<file path="src/rtl/fetch_pkg.sv">
// Shared types and constants for the instruction-fetch slice.
// The fetch packet pairs an instruction with the word address it came from.
package fetch_pkg;

  localparam int INSTR_WIDTH = 32;
  localparam int DEFAULT_ADDR_WIDTH = 7;
  localparam logic [INSTR_WIDTH-1:0] NOP_INSTR = 32'h0000_0000;

  typedef struct packed {
    logic [INSTR_WIDTH-1:0]        instr;
    logic [DEFAULT_ADDR_WIDTH-1:0] pc;
  } fetch_pkt_t;

endpackage

</file>
<file path="src/rtl/fetch_sequencer_if.sv">
// Program-memory bus plus decode-side instruction handshake for fetch_sequencer.
// Handshake: a head transfers in any cycle with out_valid && out_ready; out_instr/out_pc hold while out_valid && !out_ready.
interface fetch_sequencer_if
  import fetch_pkg::*;
#(
  parameter int ADDR_WIDTH = DEFAULT_ADDR_WIDTH
) ();

  logic [ADDR_WIDTH-1:0]  mem_addr;
  logic [INSTR_WIDTH-1:0] mem_instr;
  logic                   out_valid;
  logic                   out_ready;
  logic [INSTR_WIDTH-1:0] out_instr;
  logic [ADDR_WIDTH-1:0]  out_pc;

  modport master (
    output mem_addr,
    input  mem_instr,
    output out_valid,
    input  out_ready,
    output out_instr,
    output out_pc
  );

  modport slave (
    input  mem_addr,
    output mem_instr,
    input  out_valid,
    output out_ready,
    input  out_instr,
    input  out_pc
  );

endinterface

</file>
<file path="src/rtl/fetch_skid_fifo.sv">
// Two-entry synchronous FIFO holding fetched packets between memory and decode.
// Flush wins over push in the same cycle; a push on a full FIFO must coincide with a pop.
module fetch_skid_fifo
  import fetch_pkg::*;
#(
  parameter type pkt_t = fetch_pkt_t
) (
  input  logic       clk,
  input  logic       reset,
  input  logic       push_i,
  input  pkt_t       push_pkt_i,
  input  logic       pop_i,
  input  logic       flush_i,
  output pkt_t       head_o,
  output logic [1:0] count_o
);

  pkt_t       mem_q [2];
  logic       rd_ptr_q, rd_ptr_d;
  logic       wr_ptr_q, wr_ptr_d;
  logic [1:0] count_q, count_d;

  always_comb begin
    rd_ptr_d = rd_ptr_q;
    wr_ptr_d = wr_ptr_q;
    count_d  = count_q;
    if (flush_i) begin
      rd_ptr_d = 1'b0;
      wr_ptr_d = 1'b0;
      count_d  = 2'd0;
    end else begin
      if (push_i) wr_ptr_d = ~wr_ptr_q;
      if (pop_i)  rd_ptr_d = ~rd_ptr_q;
      case ({push_i, pop_i})
        2'b10:   count_d = count_q + 2'd1;
        2'b01:   count_d = count_q - 2'd1;
        default: count_d = count_q;
      endcase
    end
  end

  always_ff @(posedge clk) begin
    if (reset) begin
      rd_ptr_q <= 1'b0;
      wr_ptr_q <= 1'b0;
      count_q  <= 2'd0;
    end else begin
      rd_ptr_q <= rd_ptr_d;
      wr_ptr_q <= wr_ptr_d;
      count_q  <= count_d;
    end
  end

  // When full with push and pop together, the write slot is the head being popped.
  always_ff @(posedge clk) begin
    if (push_i && !flush_i) mem_q[wr_ptr_q] <= push_pkt_i;
  end

  assign head_o  = mem_q[rd_ptr_q];
  assign count_o = count_q;

  assert property (@(posedge clk) disable iff (reset)
    !(push_i && !pop_i && !flush_i && count_q == 2'd2));
  assert property (@(posedge clk) disable iff (reset)
    !(pop_i && count_q == 2'd0));

endmodule

</file>
<file path="src/rtl/fetch_sequencer.sv">
// Instruction-fetch controller: owns the PC, tracks the one-cycle memory read,
// and feeds decode through a two-entry skid FIFO; redirects flush and restart.
module fetch_sequencer
  import fetch_pkg::*;
#(
  parameter int                    ADDR_WIDTH = DEFAULT_ADDR_WIDTH,
  parameter logic [ADDR_WIDTH-1:0] RESET_PC   = '0
) (
  input  logic                  clk,
  input  logic                  reset,
  input  logic                  fetch_en,
  input  logic                  redirect_valid,
  input  logic [ADDR_WIDTH-1:0] redirect_addr,
  fetch_sequencer_if.master     bus
);

  typedef struct packed {
    logic [INSTR_WIDTH-1:0] instr;
    logic [ADDR_WIDTH-1:0]  pc;
  } pkt_t;

  logic [ADDR_WIDTH-1:0] pc_q, pc_d;
  logic [ADDR_WIDTH-1:0] inflight_pc_q, inflight_pc_d;
  logic                  inflight_q, inflight_d;
  logic [1:0]            count;
  logic [2:0]            occupancy;
  logic                  out_valid;
  logic                  deq;
  logic                  issue;
  pkt_t                  head;
  pkt_t                  push_pkt;

  assign out_valid = (count != 2'd0);
  assign deq       = out_valid && bus.out_ready;

  // Entries that will be held after this cycle if nothing new is issued;
  // capping it at 2 is what keeps the FIFO from overflowing.
  assign occupancy = {1'b0, count} + {2'b00, inflight_q} - {2'b00, deq};
  assign issue     = fetch_en && !redirect_valid && (occupancy < 3'd2);

  always_comb begin
    pc_d          = pc_q;
    inflight_d    = 1'b0;
    inflight_pc_d = inflight_pc_q;
    if (redirect_valid) begin
      pc_d = redirect_addr;
    end else if (issue) begin
      pc_d          = pc_q + 1'b1;
      inflight_d    = 1'b1;
      inflight_pc_d = pc_q;
    end
  end

  always_ff @(posedge clk) begin
    if (reset) begin
      pc_q          <= RESET_PC;
      inflight_q    <= 1'b0;
      inflight_pc_q <= '0;
    end else begin
      pc_q          <= pc_d;
      inflight_q    <= inflight_d;
      inflight_pc_q <= inflight_pc_d;
    end
  end

  assign push_pkt = '{instr: bus.mem_instr, pc: inflight_pc_q};

  // A redirect flushes, which also drops the read returning this cycle.
  fetch_skid_fifo #(
    .pkt_t (pkt_t)
  ) u_skid (
    .clk        (clk),
    .reset      (reset),
    .push_i     (inflight_q),
    .push_pkt_i (push_pkt),
    .pop_i      (deq),
    .flush_i    (redirect_valid),
    .head_o     (head),
    .count_o    (count)
  );

  assign bus.mem_addr  = pc_q;
  assign bus.out_valid = out_valid;
  assign bus.out_instr = out_valid ? head.instr : NOP_INSTR;
  assign bus.out_pc    = out_valid ? head.pc : '0;

endmodule

</file>
<file path="src/flat_wrapper.sv">
// flat-port wrapper written by rule: the top's interface ports become plain ports
module fetch_sequencer_flat import fetch_pkg::*;
#(
  parameter int                    ADDR_WIDTH = DEFAULT_ADDR_WIDTH,
  parameter logic [ADDR_WIDTH-1:0] RESET_PC   = '0
)
  (clk, reset, fetch_en, redirect_valid, redirect_addr, bus_mem_addr, bus_mem_instr, bus_out_valid, bus_out_ready, bus_out_instr, bus_out_pc);
  fetch_sequencer_if #(.ADDR_WIDTH(ADDR_WIDTH)) bus_i ();
  input  logic clk;
  input  logic reset;
  input  logic fetch_en;
  input  logic redirect_valid;
  input  logic [ADDR_WIDTH-1:0] redirect_addr;
  output wire logic [$bits(bus_i.mem_addr)-1:0] bus_mem_addr;
  input wire logic [$bits(bus_i.mem_instr)-1:0] bus_mem_instr;
  output wire logic [$bits(bus_i.out_valid)-1:0] bus_out_valid;
  input wire logic [$bits(bus_i.out_ready)-1:0] bus_out_ready;
  output wire logic [$bits(bus_i.out_instr)-1:0] bus_out_instr;
  output wire logic [$bits(bus_i.out_pc)-1:0] bus_out_pc;
  assign bus_mem_addr = bus_i.mem_addr;
  assign bus_i.mem_instr = bus_mem_instr;
  assign bus_out_valid = bus_i.out_valid;
  assign bus_i.out_ready = bus_out_ready;
  assign bus_out_instr = bus_i.out_instr;
  assign bus_out_pc = bus_i.out_pc;
  fetch_sequencer #(.ADDR_WIDTH(ADDR_WIDTH), .RESET_PC(RESET_PC)) u_core (.clk(clk), .reset(reset), .fetch_en(fetch_en), .redirect_valid(redirect_valid), .redirect_addr(redirect_addr), .bus(bus_i));
endmodule
</file>
<file path="config.mk">
export PLATFORM = sky130hd
export DESIGN_NAME = fetch_sequencer_flat
export DESIGN_NICKNAME = d
export VERILOG_FILES = /design/src/rtl/fetch_pkg.sv /design/src/rtl/fetch_sequencer_if.sv /design/src/rtl/fetch_skid_fifo.sv /design/src/rtl/fetch_sequencer.sv /design/src/flat_wrapper.sv
export SDC_FILE = /design/constraint.sdc
export NUM_CORES = 1
export LEC_CHECK = 0
export CAP_MARGIN = 5
export CORE_ASPECT_RATIO = 1.25
export CORE_MARGIN = 5
export CORE_UTILIZATION = 50
export DETAILED_ROUTE_END_ITERATION = 8
export PLACE_DENSITY = 0.8
export SLEW_MARGIN = 5
export SYNTH_ARGS = -nofsm -noshare
export SYNTH_HDL_FRONTEND = slang
export SYNTH_SLANG_ARGS = --single-unit
</file>
<file path="constraint.sdc">
create_clock -name clk -period 9.3 [get_ports clk]
set_input_delay 1.86 -clock clk [delete_from_list [all_inputs] [get_ports clk]]
set_output_delay 1.86 -clock clk [all_outputs]
set_load 0.005 [all_outputs]
</file>
After elaboration in Yosys (flattened, before gate mapping)
Memory sizes are Yosys's and may differ from the RTL's. A register that Yosys moved wholly into a read port is not among the register bits.
Index checks and enable logic that the tools add are counted.
W data, S select, Z words.
{ "totals": {"register_bits": 19, "latchBits": 0, "ram_bits": 78, "romBits": 0, "inputBits": 44, "output_inout_bits": 47, "wordCells": 38, "memories": 1} }
{ "mem_list": {"columns": ["name", "depth", "word_bits", "read_ports", "rd_ports_with_merged_regs", "write_ports", "line_no", "source"], "rows": [
  ["u_core.u_skid.mem_q", 2, 39, 1, 1, 1, "fetch_skid_fifo.sv:18", "pkt_t mem_q [2];"]
]} }
{ "op_classes": {"addsub": 5, "multipliers": 0, "n_div": 0, "order_cmp": 1, "eq_ne": 2, "n_shift": 0, "muxes": 10, "bitwise_logic": 3, "n_reduce_logical": 10} }
{ "op_table": {"columns": ["operator", "count"], "rows": [
  ["$mux W32", 1],
  ["$mux W7", 3],
  ["$add A7 B1 Y7 const B", 1],
  ["$reduce_bool A2 Y1", 3],
  ["$mux W1", 5],
  ["$logic_and A1 B1 Y1", 4],
  ["$pmux W2 S2", 1],
  ["$add A2 B1 Y3", 1],
  ["$lt A3 B2 Y1 const B", 1],
  ["$not A1 Y1", 3],
  ["$sub A3 B1 Y3", 1],
  ["$add A2 B1 Y2 const B", 1],
  ["$eq A2 B1 Y1 const B", 1],
  ["$eq A2 B2 Y1 const B", 1],
  ["$reduce_and A2 Y1", 1],
  ["$reduce_or A2 Y1", 1],
  ["$sub A2 B1 Y2 const B", 1],
  ["$logic_not A1 Y1", 1]
]} }

Depth between registers and ports, before layout
Gate-level depths: netlist of run 1.
{ "logic_depth": {"word_depth": 7, "mapped_depth": 8} }

Hierarchy
Synthesis of run 1 repeated with hierarchy kept, for this count alone.
{ "unflattened": {"cells_unflattened": 262, "area_unflattened_um2": 4012.6} }
{ "modules_own_cells": {"columns": ["module", "instances", "cells_each", "area_each_um2"], "rows": [
  ["fetch_skid_fifo", 1, 141, 3006.6],
  ["fetch_sequencer", 1, 121, 1006.0]
]} }

Worst setup path after synthesis of run 1
No wires, ideal clock.
{ "synth_path": {"kind": "input to register", "start": "input redirect_valid", "end": "memory u_core.u_skid.mem_q[0][0] (netlist bit) (enable)", "arrival_time_ns": 5.126, "required_ns": 8.808, "setup_slack_ns": 3.682, "path_stages": 3, "path_buffers": 2, "path_cell_list": "buf_4 clkbuf_1 nor3b_1"} }
{ "synth_between": {"elab_chain_cells": 4} }
{ "synth_lines": {"columns": ["item", "line_no", "source"], "rows": [
  ["start, declared", "flat_wrapper.sv:12", "input logic redirect_valid;"],
  ["$logic_not A1 Y1", "fetch_skid_fifo.sv:56", "if (push_i && !flush_i) mem_q[wr_ptr_q] <= push_pkt_i;"],
  ["$logic_and A1 B1 Y1", "fetch_skid_fifo.sv:56", null],
  ["$mux W1", "fetch_skid_fifo.sv:56", null],
  ["$mux W1 (not written as such)", "fetch_skid_fifo.sv:56", null],
  ["end, declared", "fetch_skid_fifo.sv:18", null]
]} }
No other way between the ends.

Final worst setup path of run 1
{ "layout_path": {"start": "register u_core.u_skid.count_q[1], in the netlist u_core.u_skid.count_o[1]", "end": "output bus_out_instr[1]"} }
{ "layout_between": {"elab_chain_cells": 2} }
{ "layout_lines": {"columns": ["item", "line_no", "source"], "rows": [
  ["start, declared", "fetch_skid_fifo.sv:21", "logic [1:0] count_q, count_d;"],
  ["start signal, assigned", "fetch_skid_fifo.sv:50", "count_q <= count_d;"],
  ["$reduce_bool A2 Y1", "fetch_sequencer.sv:33", "assign out_valid = (count != 2'd0);"],
  ["$mux W32", "fetch_sequencer.sv:84", "assign bus.out_instr = out_valid ? head.instr : NOP_INSTR;"],
  ["end, declared", "flat_wrapper.sv:18", "output wire logic [$bits(bus_i.out_instr)-1:0] bus_out_instr;"]
]} }
No other way between the ends.

==> results of run 1 <==
## worst min-delay path by stage
stage	startpoint	endpoint	slack, ns	cells past startpoint
final	u_core.inflight_pc_q[3]$_SDFFE_PP0P_	u_core.u_skid.mem_q[1][3]$_DFFE_PP_	0.46	0
after global routing	u_core.inflight_pc_q[3]$_SDFFE_PP0P_	u_core.u_skid.mem_q[1][3]$_DFFE_PP_	0.49	0
after CTS	u_core.inflight_pc_q[3]$_SDFFE_PP0P_	u_core.u_skid.mem_q[1][3]$_DFFE_PP_	0.46	0
after detailed placement	u_core.inflight_pc_q[3]$_SDFFE_PP0P_	u_core.u_skid.mem_q[1][3]$_DFFE_PP_	0.44	0
after global placement	u_core.inflight_pc_q[3]$_SDFFE_PP0P_	u_core.u_skid.mem_q[0][3]$_DFFE_PP_	0.44	0
after floorplan	u_core.inflight_pc_q[0]$_SDFFE_PP0P_	u_core.u_skid.mem_q[0][0]$_DFFE_PP_	0.43	0
## worst max-delay path: stages (launching register included)
cell and delay [ns]:
dfxtp_1 0.44, nor2_4 0.74, nor2_1 0.15, clkdlybuf4s50_1 0.49
## per-stage QoR
stage               setup WS (ns)    util
floorplan                   3.682       -
global placement            5.005  0.6381
detailed placement          4.899  0.6381
CTS                         5.212  0.6628
global route                5.071  0.6628
finish                      5.253  0.6628
## power by group through the flow
stage	Sequential, mW	Combinational, mW	Clock, mW
floorplan	0.493	0.0211	0
global placement	0.494	0.0506	0
detailed placement	0.494	0.0524	0
CTS	0.484	0.0526	0.265
global route	0.485	0.0567	0.285
finish	0.484	0.0520	0.259
## logic make-up after synthesis
group                      synth area share
DFF                                  0.6852
and+or+nand+nor                      0.1182
muxes                                0.1200
AOI/OAI and AO/OA                   0.03532
buffers and inverters               0.02469
xor gates and xnor gates           0.008442
adders and majority gates          0.008127
## final cells by class
type	count	share of cell area
Timing Repair Buffer	93	0.1788
Multi-Input combinational cell	164	0.2275
Inverter	3	0.002180
Sequential cell	98	0.5313
Clock inverter	1	0.0009690
Clock buffer	15	0.03634
Tap cell	95	0.02301
## state kept, by name, indices dropped and copies added, names as in the netlist, named ones only
signal,flops
u_core.inflight_q,1
u_core.u_skid.count_o,2
u_core.u_skid.rd_ptr_q,1
u_core.bus.mem_addr,7
u_core.inflight_pc_q,7
u_core.u_skid.mem_q,78
u_core.u_skid.wr_ptr_q,1
## layer usage
| metal | up-vias | track usage | share of wire |
|---|---|---|---|
| met4 | 0 | 0.07447 | 0.018 |
| li1 | 1207 | - | - |
| met2 | 73 | 0.2694 | 0.53 |
| met5 | - | 0 | 0 |
| met1 | 1198 | 0.1854 | 0.41 |
| met3 | 9 | 0.03870 | 0.046 |
## layout by cell type (no fill, tap or decap), types with 2 or more instances in the layout
| cell type | netlist | routed |
|---|---|---|
| nand3_1 | 3 | 3 |
| nor4_1 | 3 | 3 |
| nand4_1 | 2 | 2 |
| nor2b_1 | 4 | 4 |
| nor2_1 | 46 | 45 |
| a21oi_1 | 2 | 2 |
| mux2i_1 | 48 | 48 |
| clkdlybuf4s50_1 | 0 | 90 |
| a311oi_1 | 4 | 4 |
| nand2_1 | 3 | 3 |
| edfxtp_1 | 78 | 78 |
| o21ai_0 | 5 | 5 |
| o31ai_1 | 3 | 3 |
| nor3_1 | 4 | 4 |
| clkbuf_8 | 0 | 11 |
| inv_1 | 2 | 2 |
| dfxtp_1 | 20 | 19 |
| or4_1 | 3 | 3 |
| buf_4 | 2 | 3 |
| or3_2 | 2 | 2 |
| nand2b_1 | 15 | 15 |
| clkbuf_1 | 8 | 3 |
==> impl_results.md, run 1 <==
* Outcome: finished, final reports clean
* Post-route insts no fill at between 400 and 500
* H-tree depth at 3
* TritonRoute pass-1 iters at 4
* Layout area overhead at 29.04%
* Design area at approximately 0.0052 mm^2
* Num CTS Buffers at 9
* Post-synthesis cell count at between 200 and 300
* Dpl cell area at slightly below 0.005 mm^2
* DR WL/cell at ~16 um
* Req. time, crit path at ~7.4 ns
* Final Skew at 0.005542 ns
* Reg area at around 0.0027 mm^2
* Tcrit/Tclk final at 0.4351
* Worst min path class: flip-flop to flip-flop
* Post-synth top cells: edfxtp_1 (78), mux2i_1 (48), nor2_1 (46)
* Worst-Margin Slew at approximately 0.91 ns
* Comb pwr share at 0.065
* Final wirelength at 7491 um
* RR Endpoint: u_core.bus.mem_addr[1]$_SDFFE_PP0P_
* CP Class: flip-flop to primary output
* Clock Tree Buf Depth at 2
* GRT Total Usage at 0.1563
* Post-CTS Resized at 0
* Yosys warns at 0
* Async set-reset flop share out of synthesis at 0
* Post-Route Setup TNS at 0 ns
* Ports at 91
* Post-Syn Area at 0.004003 mm^2
* RSZ-0062 raised after global routing: no
* Hold_buf cts at 0
* Antenna Cells at 0
* Cell taking the most area after synthesis: edfxtp_1
* Detailed placer's ending HPWL at a little over 5000 um
* Multi-input gate area at between 0.001 and 0.0015 mm^2
* Worst skew pair latency at approximately 0.34 ns
* CTS tree: built
* Unique masters post-synth at 40
* Root buffer cell: clkbuf_8
* Routed vias at 2,487
* Rows at 36
* R2R depth at 6
* NetSw at roughly 0.16 mW
* Worst setup endpoint: bus_out_instr[1]
* Final setup fails at 0
* Fin crit period at approximately 4 ns
* Max FO, Critical Path at 40
* Chip width at 90.03 um
* Dpl cells at around 450
* Critical Path AT at roughly 2.2 ns
* Clock power share at 0.326
* Leak at 1.637 nW
* Number of synthesized flops with an enable pin at 78
* Crit start category: flip-flop
* Seq/Total Area, Yosys at 0.6852
* CP endpoint kind: primary output
* GRT Residual Overflow at 0
* Initial antenna violation count at 0
* Post-synth top area share at 0.5852
* Top cells by area, synth: edfxtp_1 (59%), mux2i_1 (12%), dfxtp_1 (10%), nor2_1 (4.3%), nand2b_1 (2.3%)
* Reg2reg setup slack at about 6.8 ns
* Top_reg_cell synth: edfxtp_1
* Clock Pin Slew Worst Setup and Hold Paths at roughly 0.080 ns
* Fmax at 247.1 MHz
* Clock sink count at 98
* Die Y at 110.0 um
* Slew headroom at 0.3905
* Sequential fraction of design power at 0.609
* Die area at 0.009905 mm^2
* Pins Over Slew Limit at 0
* Initial core utilization at 0.5136
* Internal power at 0.6386 mW
* Synthesized net count at approximately 330
* I/O Buffers at 90
* Power per Cell Area at 154.0 mW/mm^2
* Syn_area_per_cell at between 10 and 15 um^2
* Final antenna-violating net count at 0
* # Post-CTS Setup Buffers at 0
* Max-cap violation count at 0
* Final count of hold timing violations at 0
* Via/cell ratio at about 5.3
* Pin count of the biggest net entering global routing at 41
* Wire length of the first global-routing pass at around 12,000 um
* Initial drt markers at roughly 110
* Area of the core at 0.007792 mm^2
* Most numerous cell in the Yosys netlist: edfxtp_1
* Detailed-route DRC error count at 0
* Layout cell share with drive strength beyond 1 at 0.07487
* Hold Worst Slack at 0.4586 ns
* # fillers at ~600
* Vias in the first global route at about 2,500
* Worst r2r src: u_core.u_skid.count_o[1]$_SDFFE_PP0N_
* Flops & latches, synth at 98
* Fin nets at a little over 400
* Sw frac at 0.1971
* Critical Path Source: u_core.u_skid.count_o[1]$_SDFFE_PP0N_
* Power, Total at between 0.7 and 0.8 mW
* VDD IR max at 0.0001108 V
* Placer Congestion at around 0.83
No activity file was read; power rests on OpenSTA's default activity.
==> inputs of run 2 (changes only) <==
--- a/config.mk
+++ b/config.mk
@@ -8,9 +8,9 @@
 export CAP_MARGIN = 5
 export CORE_ASPECT_RATIO = 1.25
 export CORE_MARGIN = 5
-export CORE_UTILIZATION = 50
+export CORE_UTILIZATION = 45
 export DETAILED_ROUTE_END_ITERATION = 8
-export PLACE_DENSITY = 0.8
+export PLACE_DENSITY = 0.76
 export SLEW_MARGIN = 5
 export SYNTH_ARGS = -nofsm -noshare
 export SYNTH_HDL_FRONTEND = slang
==> constraint.sdc (replaced) <==
create_clock -name clk -period 3.7 [get_ports clk]
set_input_delay 0.74 -clock clk [delete_from_list [all_inputs] [get_ports clk]]
set_output_delay 0.74 -clock clk [all_outputs]
set_load 0.005 [all_outputs]
==> impl_results.md, run 2 (synthesized netlist as in run 1, its figures left out) <==
* Ports at 91
* Fin crit period at 3.006 ns
* Wire length of the first global-routing pass at 12,210 um
* Vias in the first global route at 2,587
* Reg area at 0.002744 mm^2
* Max FO, Critical Path at 10
* Max-cap violation count at 0
* Placer Congestion at around 0.86
* Clock Pin Slew Worst Setup and Hold Paths at ~0.080 ns
* Initial core utilization at 0.4600
* Req. time, crit path at approximately 4 ns
* Die area at between 0.01 and 0.015 mm^2
* Most frequent cells in the layout: clkdlybuf4s50_1 (90), edfxtp_1 (78), mux2i_1 (48), nor2_1 (45), dfxtp_1 (19)
* Max FFs per register at 78
* Initial drt markers at 86
* Root buffer cell: clkbuf_8
* CP Class: input pin to flip-flop
* Antenna Cells at 0
* Clock Tree Buf Depth at 2
* DR WL/cell at around 15 um
* Power per Cell Area at 388.7 mW/mm^2
* Pins Over Slew Limit at 0
* Initial antenna violation count at 1
* Pin count of the biggest net entering global routing at approximately 40
* Worst-Margin Slew at between 0.9 and 1 ns
* Die Y at approximately 120 um
* Post-CTS Resized at 0
* Multi-input gate area at ~0.0012 mm^2
* # fillers at 709
* Post-Route Setup TNS at 0 ns
* Final setup fails at 0
* Detailed-route DRC error count at 0
* VDD IR max at 0.0001913 V
* Num CTS Buffers at 9
* Slew headroom at 0.3763
* # Post-CTS Setup Buffers at 0
* Tcrit/Tclk final at 0.8124
* Final antenna-violating net count at 0
* Detailed placer's ending HPWL at about 5300 um
* Commonest non-fill, non-tap cell in the layout: clkdlybuf4s50_1
* H-tree depth at 3
* Hold_buf cts at 0
* GRT Residual Overflow at 0
* Outcome: finished, final reports clean
* Area of the core at about 0.0087 mm^2
* Fmax at roughly 330 MHz
* Layout area overhead at 31.26%
* Rows at 38
* Via/cell ratio at approximately 5.1
* CTS tree: built
* Final Skew at a little under 0.009 ns
* Biggest register: u_core.u_skid.mem_q
* Final wirelength at ~7600 um
* Crit start category: input pin
* RSZ-0062 raised after global routing: no
* Fin nets at roughly 420
* Final count of hold timing violations at 0
* Chip width at 94.36 um
* Worst skew pair latency at 0.35 ns
* Worst min path class: flip-flop to flip-flop
* Layout cell share with drive strength beyond 1 at 0.08000
* CP endpoint kind: flip-flop
* Clock sink count at ~100
* Power, Total at 2.042 mW
* Routed vias at about 2,500
* Leak at approximately 1.7 nW
* I/O Buffers at 90
* TritonRoute pass-1 iters at 4
* Critical Path AT at between 3 and 4 ns
* GRT Total Usage at 0.1466
run 2: critical path: stages:
cell             delay [ns]
clkdlybuf4s50_1        0.49
nor2b_1                0.24
o21ai_0                0.13
fa_1                   0.54
nand2_1                0.22
or4_1                  0.58
a311oi_1               0.30
run 2: power by group:
group | switching, mW | internal (mW)
clock network | 0.331 | 0.361
logic | 0.0518 | 0.0809
registers | 0.0152 | 1.20
run 2: per-stage QoR:
stage	hold slack [ns]	instance area (um^2)	instances	utilization	worst slack, ns
after global routing	0.4824	5254	495	0.6038	0.5320
after floorplan	0.4266	4008	281	-	0.5923
final	0.4661	5254	495	0.6038	0.6940
after CTS	0.4671	5254	495	0.6038	0.6714
after global placement	0.4342	5042	479	0.5795	0.5203
after detailed placement	0.4498	5042	479	0.5795	0.3626
run 2: path summary, 6_finish.rpt:
path	depth (start not counted)	from	to	slack, ns
setup / recovery	7	bus_out_ready	u_core.bus.mem_addr[4]$_SDFFE_PP0P_	0.69
hold / removal	0	u_core.inflight_pc_q[6]$_SDFFE_PP0P_	u_core.u_skid.mem_q[0][6]$_DFFE_PP_	0.47
setup reg to reg	6	u_core.inflight_q$_SDFF_PP0_	u_core.bus.mem_addr[4]$_SDFFE_PP0P_	1.04
hold reg to reg	0	u_core.inflight_pc_q[6]$_SDFFE_PP0P_	u_core.u_skid.mem_q[0][6]$_DFFE_PP_	0.47
run 2: area by class of cell:
class | count | area share
inverter | 3 | 0.002143
sequential | 98 | 0.5223
tap | 120 | 0.02858
clock buffer | 16 | 0.04025
multi-input combinational | 164 | 0.2248
timing repair buffer | 94 | 0.1819
run 2: per-layer routing:
metal / routed length, um / vias to the layer above / global-route usage
li1: - / 1212 / -
met1: 2996 / 1238 / 0.1599
met2: 4067 / 79 / 0.2642
met3: 493 / 10 / 0.04156
met4: 81 / 2 / 0.06358
met5: 7 / - / 0
==> inputs of run 3 (changes only) <==
--- a/config.mk
+++ b/config.mk
@@ -8,9 +8,9 @@
 export CAP_MARGIN = 5
 export CORE_ASPECT_RATIO = 1.25
 export CORE_MARGIN = 5
-export CORE_UTILIZATION = 45
+export CORE_UTILIZATION = 50
 export DETAILED_ROUTE_END_ITERATION = 8
-export PLACE_DENSITY = 0.76
+export PLACE_DENSITY = 0.8
 export SLEW_MARGIN = 5
 export SYNTH_ARGS = -nofsm -noshare
 export SYNTH_HDL_FRONTEND = slang
==> constraint.sdc (replaced) <==
create_clock -name clk -period 3 [get_ports clk]
set_input_delay 0.6 -clock clk [delete_from_list [all_inputs] [get_ports clk]]
set_output_delay 0.6 -clock clk [all_outputs]
set_load 0.005 [all_outputs]
==> impl_results.md, run 3 (synthesized netlist as in run 1, its figures left out) <==
* Power, Total at ~2.6 mW
* TritonRoute pass-1 iters at 4
* # fillers at around 560
* Area of the core at ~0.008 mm^2
* Layout cell share with drive strength beyond 1 at 0.09235
* Worst r2r src: u_core.inflight_q$_SDFF_PP0_
* Clock Pin Slew Worst Setup and Hold Paths at 0.08 ns
* Worst skew pair latency at roughly 0.35 ns
* Antenna Cells at 0
* Max FO, Critical Path at 16
* CP endpoint kind: flip-flop
* Final count of hold timing violations at 0
* Vias in the first global route at 2,549
* Fin nets at 420
* Ports at around 90
* Crit start category: input pin
* Reg2reg setup slack at slightly below 0.6 ns
* RR Endpoint: u_core.bus.mem_addr[2]$_SDFFE_PP0P_
* Die area at just under 0.01 mm^2
* # Post-CTS Setup Buffers at 0
* Dpl cells at 458
* I/O Buffers at 90
* Initial core utilization at 0.5136
* VDD IR max at approximately 0.00026 V
* Fin crit period at between 2 and 3 ns
* Worst min path class: flip-flop to flip-flop
* Fmax at 375.5 MHz
* Chip width at about 90 um
* Via/cell ratio at around 5.2
* H-tree depth at 3
* Slew headroom at 0.3852
* Setup ws final at 0.3371 ns
* DR WL/cell at between 15 and 20 um
* Wire length of the first global-routing pass at 12,240 um
* GRT Residual Overflow at 0
* Pre-CTS setup slack at -0.01115 ns
* Post-route insts no fill at roughly 470
* Pin count of the biggest net entering global routing at about 40
* RSZ-0062 raised after global routing: no
* Final wirelength at roughly 7700 um
* Clock Tree Buf Depth at 2
* Initial antenna violation count at 0
* Final setup fails at 0
* Most frequent cells in the layout: clkdlybuf4s50_1 (90), edfxtp_1 (78), mux2i_1 (48), nor2_1 (45), dfxtp_1 (19)
* Worst Hold Endpoint: u_core.u_skid.mem_q[1][0]$_DFFE_PP_
* Post-CTS Resized at 0
* GRT Total Usage at 0.1559
* CTS tree: built
* Num CTS Buffers at 9
* Hold_buf cts at 0
* Detailed-route DRC error count at 0
* Routed vias at about 2,500
* Root buffer cell: clkbuf_8
* Commonest non-fill, non-tap cell in the layout: clkdlybuf4s50_1
* Hold_sp: u_core.inflight_pc_q[0]$_SDFFE_PP0P_
* Hold Worst Slack at ~0.47 ns
* Critical Path AT at roughly 2.9 ns
* Rows at 36
* Max FFs per register at between 70 and 80
* R2R depth at 6
* Final Skew at about 0.02 ns
* Detailed placer's ending HPWL at around 5300 um
* Req. time, crit path at approximately 3.2 ns
* Layout area overhead at 31.23%
* Power per Cell Area at around 490 mW/mm^2
* Hold Crit Depth at 0
* Biggest register: u_core.u_skid.mem_q
* Placer Congestion at approximately 0.87
* Die Y at between 100 and 150 um
* Clock sink count at about 100
* Leak at around 1.7 nW
* Max-cap violation count at 0
* CP Class: input pin to flip-flop
* Worst-Margin Slew at roughly 0.9 ns
* Outcome: finished, final reports clean
* Pins Over Slew Limit at 0
* Final antenna-violating net count at 0
* Tcrit/Tclk final at 0.8876
* Initial drt markers at 93
-- run 3: changes by cell type in the layout (fill, tap and decap cells not counted), sizes merged --
cell,delta
buf,+4
bufinv,+2
clkbuf,-6
clkinv,+1
clkinvlp,+2
inv,+1
-- run 3: power breakdown --
part / leakage [nW] / switching, mW / total, mW / internal, mW
sequential: 0.875 / 0.0185 / 1.50 / 1.48
clock: 0.103 / 0.422 / 0.894 / 0.471
combinational: 0.690 / 0.0652 / 0.169 / 0.104
total: 1.67 / 0.506 / 2.57 / 2.06
-- run 3: cell type report --
| class | count | area [um^2] | share of cell area |
|---|---|---|---|
| clock buffer | 10 | 127.6 | 0.02430 |
| clock inverter | 6 | 88.84 | 0.01691 |
| inverter | 3 | 11.26 | 0.002144 |
| multi-input combinational | 164 | 1176 | 0.2239 |
| sequential | 98 | 2744 | 0.5224 |
| tap | 95 | 118.9 | 0.02263 |
| timing repair buffer | 98 | 985.9 | 0.1877 |
-- run 3: worst max path at each step --
stage / start / endpoint / slack [ns]
global placement: bus_out_ready / u_core.bus.mem_addr[4]$_SDFFE_PP0P_ / 0.08
finish: bus_out_ready / u_core.bus.mem_addr[2]$_SDFFE_PP0P_ / 0.34
detailed placement: bus_out_ready / u_core.bus.mem_addr[2]$_SDFFE_PP0P_ / -0.01
floorplan: redirect_valid / u_core.u_skid.mem_q[0][0]$_DFFE_PP_ / 0.03
CTS: flip-flop / bus_out_instr[14] / 0.35
global route: bus_out_ready / u_core.bus.mem_addr[2]$_SDFFE_PP0P_ / 0.19
-- run 3: worst max-delay path: stages --
cell             delay, ns
clkdlybuf4s50_1       0.56
nor2b_1               0.16
o21ai_0               0.11
fa_1                  0.42
xor2_2                0.25
or3_2                 0.51
a311oi_1              0.28
-- run 3: per-stage QoR --
step | util | setup TNS [ns] | instance area [um^2]
after global placement | 0.6463 | 0 | 5036
after detailed placement | 0.6463 | -0.01115 | 5036
after floorplan | - | 0 | 4008
final | 0.6741 | 0 | 5253
after global routing | 0.6741 | 0 | 5253
after CTS | 0.6741 | 0 | 5253
-- run 3: layer usage --
layer | track usage | vias to the layer above | part of all wire
met3 | 0.02919 | 16 | 0.042
met2 | 0.2824 | 80 | 0.52
met4 | 0.07021 | 0 | 0.023
li1 | - | 1226 | -
met5 | 0 | - | 0
met1 | 0.1808 | 1158 | 0.42
